**config.mk**
```make
export PLATFORM = sky130hd
export DESIGN_NAME = principal
export DESIGN_NICKNAME = d
export VERILOG_FILES = /design/src/rtl/principal.sv
export SDC_FILE = /design/constraint.sdc
export NUM_CORES = 1
export LEC_CHECK = 0
export ABC_AREA = 0
export CELL_PAD_IN_SITES_DETAIL_PLACEMENT = 1
export CELL_PAD_IN_SITES_GLOBAL_PLACEMENT = 1
export CORE_MARGIN = 1.5
export CORE_UTILIZATION = 41
export CTS_CLUSTER_DIAMETER = 30
export CTS_CLUSTER_SIZE = 20
export DETAILED_ROUTE_END_ITERATION = 8
export PLACE_DENSITY = 0.77
export SLEW_MARGIN = 20
export SYNTH_ARGS = -nofsm -noshare
export SYNTH_HDL_FRONTEND = slang
export SYNTH_SLANG_ARGS = --single-unit
```
**constraint.sdc**
```tcl
create_clock -name clk -period 3.4 [get_ports clk]
set_input_delay 0.85 -clock clk [delete_from_list [all_inputs] [get_ports clk]]
set_output_delay 0.85 -clock clk [all_outputs]
set_load 0.01 [all_outputs]
```
**src/rtl/principal.sv**
```systemverilog
// principal: seven-key tone generator; lowest pressed key selects a note whose
// half-period is derived from CLK_FREQ_HZ, output is a registered 50% square wave.
module principal #(
  parameter int CLK_FREQ_HZ = 50000000,
  parameter int CNT_W       = 21
) (
  input  logic       clk,
  input  logic       reset,
  input  logic [6:0] teclas,
  output logic       clk_out
);
  // frequencies are given in centi-hertz; result is round(CLK / (2*f))
  function automatic logic [CNT_W-1:0] half(input longint fc);
    return CNT_W'((longint'(CLK_FREQ_HZ) * 100 + fc) / (2 * fc));
  endfunction
  localparam logic [CNT_W-1:0] H_DO  = half(26163);
  localparam logic [CNT_W-1:0] H_RE  = half(29366);
  localparam logic [CNT_W-1:0] H_MI  = half(32963);
  localparam logic [CNT_W-1:0] H_FA  = half(34923);
  localparam logic [CNT_W-1:0] H_SOL = half(39200);
  localparam logic [CNT_W-1:0] H_LA  = half(44000);
  localparam logic [CNT_W-1:0] H_SI  = half(49388);
  logic [6:0]       r_sync1, r_sync2;
  logic [2:0]       r_idx;
  logic [CNT_W-1:0] r_cnt;
  logic             r_out;
  logic [2:0]       w_idx;
  logic [CNT_W-1:0] w_half;
  // index 0 means silence, 1..7 are Do..Si
  always_comb begin
    w_idx = r_sync2[0] ? 3'd1 : r_sync2[1] ? 3'd2 : r_sync2[2] ? 3'd3 :
            r_sync2[3] ? 3'd4 : r_sync2[4] ? 3'd5 : r_sync2[5] ? 3'd6 :
            r_sync2[6] ? 3'd7 : 3'd0;
    w_half = w_idx == 3'd1 ? H_DO  : w_idx == 3'd2 ? H_RE : w_idx == 3'd3 ? H_MI :
             w_idx == 3'd4 ? H_FA  : w_idx == 3'd5 ? H_SOL : w_idx == 3'd6 ? H_LA :
             H_SI;
  end
  always_ff @(posedge clk) begin
    if (reset) begin
      r_sync1 <= '0;
      r_sync2 <= '0;
      r_idx   <= '0;
      r_cnt   <= '0;
      r_out   <= 1'b0;
    end else begin
      r_sync1 <= teclas;
      r_sync2 <= r_sync1;
      r_idx   <= w_idx;
      if (w_idx != r_idx || w_idx == 3'd0) begin
        r_cnt <= '0;
        r_out <= 1'b0;
      end else if (r_cnt == w_half - CNT_W'(1)) begin
        r_cnt <= '0;
        r_out <= ~r_out;
      end else
        r_cnt <= r_cnt + CNT_W'(1);
    end
  end
  assign clk_out = r_out;
endmodule

```
==> flow_summary.json <==
{
  "status": "complete, no violations",
  "relSlewSlack_pct": 67.1,
  "grt_pass1_wl_mm": 8.44,
  "num_rows": 25,
  "power.share.combinational_pct": 14.2,
  "drive_gt1_share_pct": 12.9,
  "swShare_pct": 24.4,
  "hp-start": "r_sync1[6]$_SDFF_PP0_",
  "avgSynthCellArea_um2": 8.64,
  "syn2layout_area_growth_pct": 16.9,
  "place.port_buffers": 9,
  "finalCritPeriodShare_pct": 97.0,
  "max-vdd-ir-drop_v": 0.000202,
  "syn_inst": 238,
  "fmax_mhz": 303,
  "wl_per_cell_um": 16.4,
  "dr_total_vias": 1731,
  "timing.rr.start": "r_sync2[5]$_SDFF_PP0_",
  "synth-seq-area-share_pct": 38.0,
  "p_clk_share_pct": 42.3,
  "worstRegToRegCells": 14,
  "p_switching_w": 0.000268,
  "finalCriticalPeriod_ns": 3.30,
  "ys_warn_count": 0,
  "clock_sinks": 39,
  "p_seq_share_pct": 43.5,
  "hpwl_mm": 3.77,
  "synth.area.top_cells": "dfxtp_1, nor2_1, xor2_1",
  "gp_congestion": 0.877,
  "arrival_ns": 3.48,
  "cts.clk_slew.worst_paths_ns": 0.08,
  "cap_violations": 0,
  "cts_tree": "built",
  "power_leakage_nw": 0.840,
  "syn_area_mm2": 0.00206,
  "required_ns": 3.58,
  "wirelength_mm": 5.29,
  "synth_cell_types": 47,
  "power.internal_w": 0.000831,
  "drtAntennaViolNets": 0,
  "crit_fanout": 17,
  "ys_async_sr_fraction_pct": 0,
  "stdcell_area_mm2": 0.00240,
  "core_mm2": 0.00479,
  "ys_seq_elements": 39,
  "grt_max_degree": 21,
  "holdCritPathClass": "flop to flop",
  "hold_path_depth": 1,
  "finalCoreUtilization_pct": 50.2,
  "cts_made_buffers": 5,
  "drc_errors": 0,
  "clk_latency_ns": 0.30,
  "critPathCaptureType": "flop",
  "rrSetupSlack_ns": 0.10,
  "netlist.area_leader.share_pct": 38.0,
  "dr.pass1.iters": 4,
  "start_util_pct": 43.0,
  "synth_flop_cell": "dfxtp_1",
  "ios": 10,
  "root_buffer": "clkbuf_8",
  "vias_per_cell": 5.36,
  "hold_viol": 0,
  "hold_end": "r_sync2[6]$_SDFF_PP0_",
  "p_per_area_mw_per_mm2": 457,
  "die-area_mm2": 0.00545,
  "critPathLaunchType": "flop",
  "antenna_found_initial": 0,
  "grt_use_total_pct": 20.6,
  "cts_max_level": 2,
  "die-width_um": 73.8,
  "r2r_end": "r_cnt[0]$_SDFF_PP0_",
  "yosysTopAreaCell": "dfxtp_1",
  "synth_common_cells": "dfxtp_1, nor2_1, nor2b_1",
  "cts_max_path_buffers": 2,
  "critPathKind": "flop to flop",
  "nNetsFinal": 269,
  "syn_nets": 252,
  "cts_hold_repair.buffers": 0,
  "maxSlewViolCount": 0,
  "worst_pin_slew_ns": 0.489,
  "fin_skew_ns": 0.0106,
  "synth_edf_count": 0,
  "grt_pass1_vias": 1778,
  "grt-ovfl-total": 0,
  "place_area_mm2": 0.00225,
  "setup_viol": 0,
  "chipHeight_um": 73.8,
  "first_iter_violations": 110,
  "antennaDiodeCount": 0
}
==> metrics by stage <==
| step | setup TNS [ns] | instances | setup slack, ns | hold slack [ns] | power [W] |
|---|---|---|---|---|---|
| after floorplan | 0 | 238 | 0.214 | 0.414 | 0.000592 |
| after global placement | 0 | 315 | 0.231 | 0.416 | 0.000632 |
| after detailed placement | 0 | 315 | 0.0967 | 0.430 | 0.000638 |
| after CTS | 0 | 323 | 0.0362 | 0.445 | 0.00110 |
| after global routing | -1.18 | 323 | -0.0822 | 0.463 | 0.00114 |
| final | 0 | 323 | 0.103 | 0.444 | 0.00110 |
==> registers in the layout, indices dropped and copies added (netlist names) <==
signal   flops
r_idx        3
r_sync1      7
r_cnt       21
r_sync2      7
clk_out      1
==> metal layers <==
layer | wire, µm | up-vias | track usage (%) | share of wire [%]
met5 | 0 | - | 0 | 0
met4 | 103 | 0 | 7.20 | 1.9
met3 | 168 | 13 | 4.39 | 3.2
met2 | 2750 | 29 | 36.8 | 52
met1 | 2260 | 845 | 24.0 | 43
li1 | - | 844 | - | -
==> layout by cell type, fill, tap and decap left out, types with 5 or more instances in the layout <==
cell	count
nor3_1	7
inv_1	10
xor2_1	14
nand2_1	13
nor2_1	39
clkdlybuf4s50_1	9
dfxtp_1	37
nand3_1	10
o21ai_0	6
xnor2_1	13
a21oi_1	6
nor2b_1	17
buf_4	10
clkbuf_8	5
ha_1	5
==> how the worst max path moves through the flow <==
stage / start / cells after the start / to
floorplan: r_sync2[5]$_SDFF_PP0_ / 15 / r_cnt[10]$_SDFF_PP0_
global placement: r_sync2[6]$_SDFF_PP0_ / 14 / r_cnt[4]$_SDFF_PP0_
detailed placement: r_sync2[6]$_SDFF_PP0_ / 14 / r_cnt[2]$_SDFF_PP0_
CTS: r_sync2[5]$_SDFF_PP0_ / 14 / r_cnt[0]$_SDFF_PP0_
global route: r_sync2[5]$_SDFF_PP0_ / 14 / r_cnt[5]$_SDFF_PP0_
finish: r_sync2[5]$_SDFF_PP0_ / 14 / r_cnt[0]$_SDFF_PP0_
==> repair_timing <==
action	CTS	global route
pin swaps	0	4
setup endpoints to repair	17	17
resized for setup	2	2
setup buffers	0	0
==> power groups by stage <==
stage          Combinational [W]  Clock [W]  Sequential (W)
6_report                0.000156   0.000465        0.000478
3_3_place_gp            0.000145          0        0.000487
5_1_grt                 0.000171   0.000490        0.000479
4_1_cts                 0.000155   0.000472        0.000477
3_5_place_dp            0.000150          0        0.000488
2_1_floorplan           0.000106          0        0.000486
==> final cells by class <==
type	count	area (µm²)
clock buffer	5	68.8
timing repair buffer	20	185
sequential	39	783
fill	575	2380
tap	67	83.8
clock inverter	3	67.6
multi-input combinational	178	1170
inverter	11	41.3
==> cells by family (layout without fill, tap and decap cells) <==
group,count (synthesis),in the layout,share of synthesized area (%)
simple gates,109,109,27.3
flops,39,39,38.0
compound gates,37,37,14.7
xor+xnor,27,27,11.5
buf+inv,21,39,5.48
fa+ha+maj,5,5,3.04
==> worst max-delay path, cell delays in order, from the launching register on <==
cell	delay [ns]
dfxtp_1	0.34
nand2b_1	0.19
a221oi_2	0.26
or2_2	0.18
inv_1	0.06
ha_1	0.31
ha_1	0.32
xor2_1	0.17
o2111ai_1	0.16
a211oi_2	0.31
o2111ai_2	0.20
a2111oi_4	0.26
or2_1	0.20
buf_12	0.15
nor2_1	0.05
No activity file was read; power rests on OpenSTA's default activity.
